--- src/rtl/alu_exec_unit.sv ---
// Execute-stage ALU: decodes alu_op/funct3/funct7 to a control code, computes single-cycle
// ops into an output register, and runs MUL on an iterative shift-add multiplier.
module alu_exec_unit #(
  parameter int XLEN    = 64,
  parameter int MUL_EN  = 1,
  parameter int MUL_BPC = 1
) (
  input  logic            clk,
  input  logic            rst_n,
  input  logic            in_valid,
  output logic            in_ready,
  input  logic [1:0]      alu_op,
  input  logic [2:0]      funct3,
  input  logic [6:0]      funct7,
  input  logic [XLEN-1:0] op_a,
  input  logic [XLEN-1:0] op_b,
  output logic            out_valid,
  input  logic            out_ready,
  output logic [XLEN-1:0] result,
  output logic            zero,
  output logic [3:0]      alu_ctrl,
  output logic            illegal
);

  localparam int SHW   = $clog2(XLEN);
  localparam int STEPS = XLEN / MUL_BPC;
  localparam int CW    = $clog2(STEPS) + 1;

  localparam logic [3:0] C_AND  = 4'b0000;
  localparam logic [3:0] C_OR   = 4'b0001;
  localparam logic [3:0] C_ADD  = 4'b0010;
  localparam logic [3:0] C_XOR  = 4'b0011;
  localparam logic [3:0] C_SLL  = 4'b0100;
  localparam logic [3:0] C_SRL  = 4'b0101;
  localparam logic [3:0] C_SUB  = 4'b0110;
  localparam logic [3:0] C_SLT  = 4'b0111;
  localparam logic [3:0] C_SRA  = 4'b1000;
  localparam logic [3:0] C_SLTU = 4'b1001;
  localparam logic [3:0] C_MUL  = 4'b1010;

  typedef enum logic [0:0] {S_IDLE = 1'b0, S_MUL = 1'b1} state_t;

  function automatic logic [3:0] f3_map(input logic [2:0] f3);
    logic [3:0] c;
    case (f3)
      3'b000:  c = C_ADD;
      3'b001:  c = C_SLL;
      3'b010:  c = C_SLT;
      3'b011:  c = C_SLTU;
      3'b100:  c = C_XOR;
      3'b101:  c = C_SRL;
      3'b110:  c = C_OR;
      3'b111:  c = C_AND;
      default: c = C_ADD;
    endcase
    return c;
  endfunction

  // Returns {illegal, ctrl}; undefined encodings fall back to ADD with illegal set.
  function automatic logic [4:0] decode(input logic [1:0] op, input logic [2:0] f3,
                                        input logic [6:0] f7);
    logic [4:0] d;
    case (op)
      2'b00: d = {1'b0, C_ADD};
      2'b01: d = {1'b0, C_SUB};
      2'b10: begin
        if (f7 == 7'b0000000)                                 d = {1'b0, f3_map(f3)};
        else if (f7 == 7'b0100000 && f3 == 3'b000)            d = {1'b0, C_SUB};
        else if (f7 == 7'b0100000 && f3 == 3'b101)            d = {1'b0, C_SRA};
        else if (f7 == 7'b0000001 && f3 == 3'b000 && MUL_EN != 0) d = {1'b0, C_MUL};
        else                                                  d = {1'b1, C_ADD};
      end
      2'b11: begin
        if (f3 == 3'b101 && f7[5]) d = {1'b0, C_SRA};
        else                       d = {1'b0, f3_map(f3)};
      end
      default: d = {1'b1, C_ADD};
    endcase
    return d;
  endfunction

  function automatic logic [XLEN-1:0] compute(input logic [3:0] c, input logic [XLEN-1:0] a,
                                              input logic [XLEN-1:0] b);
    logic [XLEN-1:0] r;
    logic [SHW-1:0]  sh;
    sh = b[SHW-1:0];
    case (c)
      C_AND:   r = a & b;
      C_OR:    r = a | b;
      C_ADD:   r = a + b;
      C_XOR:   r = a ^ b;
      C_SLL:   r = a << sh;
      C_SRL:   r = a >> sh;
      C_SUB:   r = a - b;
      C_SLT:   r = {{(XLEN-1){1'b0}}, ($signed(a) < $signed(b))};
      C_SRA:   r = $unsigned($signed(a) >>> sh);
      C_SLTU:  r = {{(XLEN-1){1'b0}}, (a < b)};
      default: r = {XLEN{1'b0}};
    endcase
    return r;
  endfunction

  state_t          state_r;
  logic            out_valid_r, zero_r, illegal_r;
  logic [XLEN-1:0] result_r, mul_a_r, mul_b_r, mul_acc_r;
  logic [3:0]      alu_ctrl_r;
  logic [CW-1:0]   count_r;

  logic            in_ready_s, accept_s, illegal_s;
  logic [3:0]      ctrl_s;
  logic [4:0]      dec_s;
  logic [XLEN-1:0] single_s, step_acc_s;

  // Handshake and decode of the presented operation.
  always_comb begin
    if (state_r == S_IDLE) in_ready_s = !out_valid_r || out_ready;
    else                   in_ready_s = 1'b0;
    accept_s  = in_valid && in_ready_s;
    dec_s     = decode(alu_op, funct3, funct7);
    illegal_s = dec_s[4];
    ctrl_s    = dec_s[3:0];
    if (illegal_s) single_s = {XLEN{1'b0}};
    else           single_s = compute(ctrl_s, op_a, op_b);
  end

  // One multiplier step: add the shifted multiplicand for each retired multiplier bit.
  always_comb begin
    step_acc_s = mul_acc_r;
    for (int i = 0; i < MUL_BPC; i++) begin
      if (mul_b_r[i]) step_acc_s = step_acc_s + (mul_a_r << i);
      else            step_acc_s = step_acc_s;
    end
  end

  // Control FSM, output register and multiplier datapath.
  always_ff @(posedge clk or negedge rst_n) begin
    if (!rst_n) begin
      state_r     <= S_IDLE;
      out_valid_r <= 1'b0;
      result_r    <= {XLEN{1'b0}};
      zero_r      <= 1'b0;
      alu_ctrl_r  <= 4'b0000;
      illegal_r   <= 1'b0;
      mul_a_r     <= {XLEN{1'b0}};
      mul_b_r     <= {XLEN{1'b0}};
      mul_acc_r   <= {XLEN{1'b0}};
      count_r     <= {CW{1'b0}};
    end else begin
      case (state_r)
        S_IDLE: begin
          if (accept_s && ctrl_s == C_MUL) begin
            // Output register is free or draining this cycle, so it is empty during MUL.
            mul_a_r     <= op_a;
            mul_b_r     <= op_b;
            mul_acc_r   <= {XLEN{1'b0}};
            count_r     <= {CW{1'b0}};
            out_valid_r <= 1'b0;
            state_r     <= S_MUL;
          end else if (accept_s) begin
            result_r    <= single_s;
            zero_r      <= (single_s == {XLEN{1'b0}});
            alu_ctrl_r  <= ctrl_s;
            illegal_r   <= illegal_s;
            out_valid_r <= 1'b1;
          end else if (out_ready) begin
            out_valid_r <= 1'b0;
          end else begin
            out_valid_r <= out_valid_r;
          end
        end
        S_MUL: begin
          mul_acc_r <= step_acc_s;
          mul_a_r   <= mul_a_r << MUL_BPC;
          mul_b_r   <= mul_b_r >> MUL_BPC;
          count_r   <= count_r + {{(CW-1){1'b0}}, 1'b1};
          if (count_r == CW'(STEPS - 1)) begin
            result_r    <= step_acc_s;
            zero_r      <= (step_acc_s == {XLEN{1'b0}});
            alu_ctrl_r  <= C_MUL;
            illegal_r   <= 1'b0;
            out_valid_r <= 1'b1;
            state_r     <= S_IDLE;
          end else begin
            state_r <= S_MUL;
          end
        end
        default: state_r <= S_IDLE;
      endcase
    end
  end

  assign in_ready  = in_ready_s;
  assign out_valid = out_valid_r;
  assign result    = result_r;
  assign zero      = zero_r;
  assign alu_ctrl  = alu_ctrl_r;
  assign illegal   = illegal_r;

endmodule

--- config.mk ---
export PLATFORM = sky130hd
export DESIGN_NAME = alu_exec_unit
export DESIGN_NICKNAME = d
export VERILOG_FILES = /design/src/rtl/alu_exec_unit.sv
export SDC_FILE = /design/constraint.sdc
export NUM_CORES = 2
export LEC_CHECK = 0
export BUFFER_PORTS_ARGS = -buffer_cell sky130_fd_sc_hd__buf_2
export CORE_MARGIN = 1
export CORE_UTILIZATION = 30
export DETAILED_ROUTE_END_ITERATION = 10
export GPL_TIMING_DRIVEN = 0
export SETUP_SLACK_MARGIN = 0.1
export SKIP_CTS_REPAIR_TIMING = 1
export SLEW_MARGIN = 20
export SYNTH_ARGS = -nofsm -noshare
export SYNTH_HDL_FRONTEND = slang
export SYNTH_SLANG_ARGS = --single-unit
--- constraint.sdc ---
create_clock -name clk -period 8.9 [get_ports clk]
set_input_delay 1.335 -clock clk [delete_from_list [all_inputs] [get_ports clk]]
set_output_delay 1.335 -clock clk [all_outputs]
set_load 0.05 [all_outputs]
Yosys cells after proc, flatten, opt, wreduce, memory -nomap -nowiden
Memory sizes are Yosys's and may differ from the RTL's.
Cells that the tools add are included.
{"block": "totals", "mem_count": 2, "romBits": 64, "in_bits": 144, "out_inout_bits": 72, "register_bits": 271, "word_cells": 105}
{"memory": "(name not given)", "depth": 8, "width": 4, "rd": 1, "rd_clocked_by_memory_dff": 0, "write_ports": 0, "line": "45", "source": "case (f3)"}
{"memory": "(name not given)", "depth": 8, "width": 4, "rd": 1, "rd_clocked_by_memory_dff": 0, "write_ports": 0, "line": "45"}
{"block": "classes", "muxes": 42, "n_shift": 3, "add_sub_neg": 4, "n_lt_le_gt_ge": 2, "eq_ne": 22, "n_reduce_logical": 16, "bitwise": 4}
{"operator": "64-bit one-hot mux with 10 select lines", "n": 1}
{"operator": "64-bit two-way mux", "n": 8}
{"operator": "64-bit one-hot mux with 2 select lines", "n": 4}
{"operator": "64-bit adder", "n": 2}
{"operator": "64-bit zero test", "n": 2}
{"operator": "64-bit less-than comparator", "n": 2}
{"operator": "64-bit bitwise AND", "n": 1}
{"operator": "64-bit OR", "n": 1}
{"operator": "64-bit by 6-bit left shift with 64-bit output", "n": 1}
{"operator": "64-bit by 6-bit right shift with 64-bit output", "n": 1}
{"operator": "64-bit by 6-bit >>> shifter with 64-bit output", "n": 1}
{"operator": "64-bit subtractor", "n": 1}
{"operator": "64-bit bitwise XOR", "n": 1}
{"operator": "5-bit two-way mux", "n": 4}
{"operator": "5-bit one-hot mux with 4 select lines", "n": 1}
{"operator": "4-bit by 3-bit == test with 1-bit output, second input constant", "n": 4}
{"operator": "4-bit two-way mux", "n": 4}
{"operator": "7-bit by 6-bit == test with 1-bit output, second input constant", "n": 2}
{"operator": "7-bit one-hot mux with 2 select lines", "n": 1}
{"operator": "1-bit two-way mux", "n": 13}
{"operator": "4-bit == test, second input constant", "n": 3}
{"operator": "4-bit by 2-bit == test with 1-bit output, second input constant", "n": 2}
{"operator": "1-bit one-hot mux with 2 select lines", "n": 4}
{"operator": "4-bit one-hot mux with 2 select lines", "n": 1}
{"operator": "20 further kinds", "n": 28}

Logic depth before layout (Yosys ltp)
{"block": "depth", "word_depth": 14, "depth_mapped": 25, "depth_no_buf": 18}

Worst setup path before layout
No wires, ideal clock.
{"block": "synth_path", "path_type": "in2reg", "from": "input port op_b[2]", "to": "register zero_r (netlist: zero)", "setup_time_ns": 0.066, "stages": 25, "arrival_time_ns": 7.828, "path_slack_ns": 1.006, "n_path_buf": 9, "required_time_ns": 8.834, "cell_sequence": "buf_2 inv_1 buf_2 buf_1 buf_2 buf_1 buf_2 buf_2 buf_1 clkbuf_1 ha_1 nor2b_1 o21ai_0 a21oi_1 nor4_1 o31ai_1 o21ai_1 xnor2_1 o211ai_1 or4_1 or4b_1 or4_1 or4_1 nor4_1 a31o_1"}
{"block": "synth_via", "elab_chain_cells": 7, "word_cells_on_any_way": 16, "cone_classes": "add/sub (2); order compare (2); shift (3); mux (5); bitwise (3); reduce/logical (1)"}
{"element": "from (decl)", "line": "16", "source": "input logic [XLEN-1:0] op_b,"}
{"element": "64-bit subtractor (tied with other cells)", "line": "94", "source": "C_SUB: r = a - b;"}
{"element": "64-bit one-hot mux with 10 select lines (*)", "line": "87", "source": "case (c)"}
{"element": "64-bit two-way mux (*)", "line": "122", "source": "if (illegal_s) single_s = {XLEN{1'b0}};"}
{"element": "64-bit zero test (*)", "line": "161", "source": "zero_r <= (single_s == {XLEN{1'b0}});"}
{"element": "1-bit two-way mux (*)", "line": "159", "source": "end else if (accept_s) begin"}
{"element": "1-bit two-way mux (*)", "line": "151", "source": "if (accept_s && ctrl_s == C_MUL) begin"}
{"element": "1-bit one-hot mux with 2 select lines (*)", "line": "149", "source": "case (state_r)"}
{"element": "to (signal assigned)", "line": "161"}
{"element": "to (signal assigned)", "line": "178", "source": "zero_r <= (step_acc_s == {XLEN{1'b0}});"}
{"element": "to (decl)", "line": "104", "source": "logic out_valid_r, zero_r, illegal_r;"}
Every way passes the cells marked *; elsewhere a longest branch is shown, timed or not. The select of a mux whose other input is x is not followed.
A chain may end at the register's enable or synchronous reset.

Worst setup path in the final report
{"block": "layout_path", "from": "input port op_b[1]", "to": "register zero_r (netlist: zero)"}
The elaborated chain is that of the path after synthesis.

==> results.toml <==
[status]
outcome = "complete, but fails checks"
violations = "negative setup slack"

[synthesis]
synth_nets = 5839
ys_seq_elements = 271
seq_area_frac_synth = 0.173
syn_inst = 5414
synthFlopType = "dfrtp_1"
ys_types = 108
async_flop_share = 1.00
synth_edf_count = 0
yosysWarnings = 0
avgSynthCellArea_sq_um = 7.26
synth.cell_area_sq_um = 39300

[worst_setup_path]
start_kind = "input port"
path_class = "in -> reg"
cp_cell_sequence = "buf_2 -> clkdlybuf4s15_1 -> clkbuf_1 -> buf_2 -> nor2_1 -> clkdlybuf4s15_1 -> a22o_1 -> nor2_2 -> a221oi_1 -> a21oi_1 -> a221oi_1 -> o221ai_1 -> o21ai_1 -> nand3_1 -> or4_1 -> or4_1 -> nor4_1 -> a31o_1"
critPathMaxStageDelay_ps = 1000
cpMaxStageDelayCell = "clkdlybuf4s15_1"
timing.reg2reg.setup_slack_ps = 2770
cp_max_fo = 10
worst_setup_path_end_kind = "flip-flop"
crit_arrival_ps = 10080
crit_required_ps = 9480

[clock_network]
cts_buffers = 31
path_clk_slew_ps = 70
clockBufferDepth = 3
cts_tree = "yes"
cts_max_level = 1
clockRootBuffer = "clkbuf_16"
cts_sinks = 271
clk_latency_ps = 650

[placed_design]
gp_congestion = 1.15
placed_area_sq_um = 43100
io_buffers = 212
placedCellCount = 7394
hpwl_mm = 288

[sta]
finalSetupViolCount = 1
finalMaxSlewViolations = 0
relSlewSlack = 0.0298
max_slew.worst_pin.slew_ps = 1450
final.min_clock_period_ps = 9500
rsz0062_at_grt = "no"
worst_slack_ps = -597
max_freq_mhz = 105
tns_ps = -597
fin_crit_sh = 1.07
clock_skew_ps = 19.2
finalHoldViolCount = 0

[detailed_routing]
drt_iter0_markers = 8625
drc_errors = 0
via_per_inst = 6.96
routedWlPerCell_um = 46.4
drt_pass1_iterations = 9
vias = 52111
routed_wl_mm = 347
final_antenna_net_count = 0

[global_routing]
antenna_found_initial = 58
grt_pass1_wl_mm = 450
grt_pass1_vias = 47579
track_usage = 0.507
grt_max_degree = 94
grt.overflow.total = 0

[power]
p_seq_frac = 0.206
swShare = 0.533
powerDensity_nw_per_um2 = 164
internal_power_uw = 3410
leakagePower_uw = 0.0187
clkPwrFrac = 0.200
p_switching_uw = 3900
ir_drop_uv = 148
p_comb_frac = 0.594
p_total_uw = 7310

[floorplan]
initial_core_util = 0.303
die_h_um = 364
rows = 132
io_pins = 216
dieWidth_um = 364
die-area_sq_um = 132000
core_sq_um = 130000

[finish]
post-route-util = 0.344
final_area_sq_um = 44700
syn_to_final_growth_pct = 13.7
fill_cells = 14248
nets = 6106
layout_commonest_cell = "nand2_1"
layout.cells.non_filler = 7483
drive_gt1_frac = 0.128
final_cell_mix = "nand2_1 (685), a21oi_1 (535), nor2_1 (518)"

[job]
max-cap-violations = 0

[hold_path]
hold_class = "reg -> reg"
==> metrics by stage <==
step           worst slack, ps  hold slack (ps)
3_5_place_dp             -4290              463
6_report                  -597              471
5_1_grt                   93.0              499
3_3_place_gp             -5590              456
4_1_cts                  -3620              476
2_1_floorplan             1010              453
==> synthesized netlist by cell type (55+ instances only) <==
library cell | count | area (sq um)
clkbuf_1 | 306 | 1150
mux2i_1 | 169 | 1690
o31ai_1 | 55 | 413
nand2_1 | 685 | 2570
a211oi_1 | 73 | 548
nand4_1 | 68 | 425
mux4_2 | 95 | 2140
mux2_2 | 89 | 1000
a21oi_1 | 545 | 2730
o21ai_0 | 493 | 2470
nor2_1 | 527 | 1980
ha_1 | 278 | 3480
o211ai_1 | 76 | 571
a31oi_1 | 68 | 425
nor4_1 | 67 | 419
inv_1 | 225 | 845
xnor2_1 | 79 | 692
o22ai_1 | 68 | 425
nand3_1 | 108 | 541
nor3_1 | 93 | 465
dfrtp_1 | 271 | 6780
a21o_1 | 72 | 541
==> layer usage <==
layer  vias up  track usage  wire (um)  share of wire
met2      4354        0.700     135000           0.39
met4        49        0.347      29500          0.085
met3      1101        0.207      46500           0.13
met5         -       0.0178        756         0.0022
met1     25916        0.636     136000           0.39
li1      20691            -          -              -
==> final cells by class <==
| type | instances | area [sq um] | area share |
|---|---|---|---|
| clock buffer | 41 | 883 | 0.0198 |
| clock inverter | 16 | 249 | 0.00557 |
| antenna | 36 | 90.1 | 0.00202 |
| buffer | 408 | 1850 | 0.0414 |
| inverter | 231 | 876 | 0.0196 |
| timing repair buffer | 241 | 1390 | 0.0311 |
| tap | 1742 | 2180 | 0.0488 |
| multi-input combinational | 4497 | 30400 | 0.680 |
| sequential | 271 | 6780 | 0.152 |
==> worst max-delay path, delay by kind of cell <==
family / cells / cell delay, ps
compound gates: 7 / 3950
buf+inv: 5 / 2690
simple gates: 6 / 2090
==> registers in the layout, indices dropped and copies added, names as in the netlist <==
name	flops
illegal	1
mul_b_r	64
count_r	7
mul_a_r	64
state_r	1
out_valid	1
mul_acc_r	64
zero	1
result	64
alu_ctrl	4
==> power groups by stage <==
| stage | clock, uW | sequential, uW | combinational, uW |
|---|---|---|---|
| after floorplan | 0 | 1540 | 2170 |
| after global placement | 0 | 1520 | 3990 |
| after detailed placement | 0 | 1520 | 4000 |
| after CTS | 1470 | 1500 | 4020 |
| after global routing | 1520 | 1520 | 4380 |
| final | 1460 | 1510 | 4340 |
==> final timing paths <==
| path | startpoint | endpoint | cells after the start |
|---|---|---|---|
| worst max-delay path | op_b[1] | zero$_DFFE_PN0P_ | 18 |
| worst min-delay path | result[0]$_DFFE_PN0P_ | result[0]$_DFFE_PN0P_ | 2 |
| worst max register to register | mul_b_r[0]$_DFFE_PN0N_ | result[49]$_DFFE_PN0P_ | 12 |
| worst min register to register | result[0]$_DFFE_PN0P_ | result[0]$_DFFE_PN0P_ | 2 |
| max in group asynchronous | rst_n | mul_b_r[14]$_DFFE_PN0N_ | 4 |
| min in group asynchronous | rst_n | result[4]$_DFFE_PN0P_ | 1 |
==> cell families after synthesis <==
| logic type | after synthesis | synth area share |
|---|---|---|
| AND/OR/NAND/NOR | 1794 | 0.206 |
| flip-flops | 271 | 0.173 |
| adder cells (fa/ha/maj) | 281 | 0.0900 |
| buffers and inverters | 646 | 0.0646 |
| AO/OA/AOI/OAI | 1962 | 0.320 |
| multiplexers | 358 | 0.125 |
| XOR/XNOR | 102 | 0.0227 |
Power figures use the tool's default switching activity.
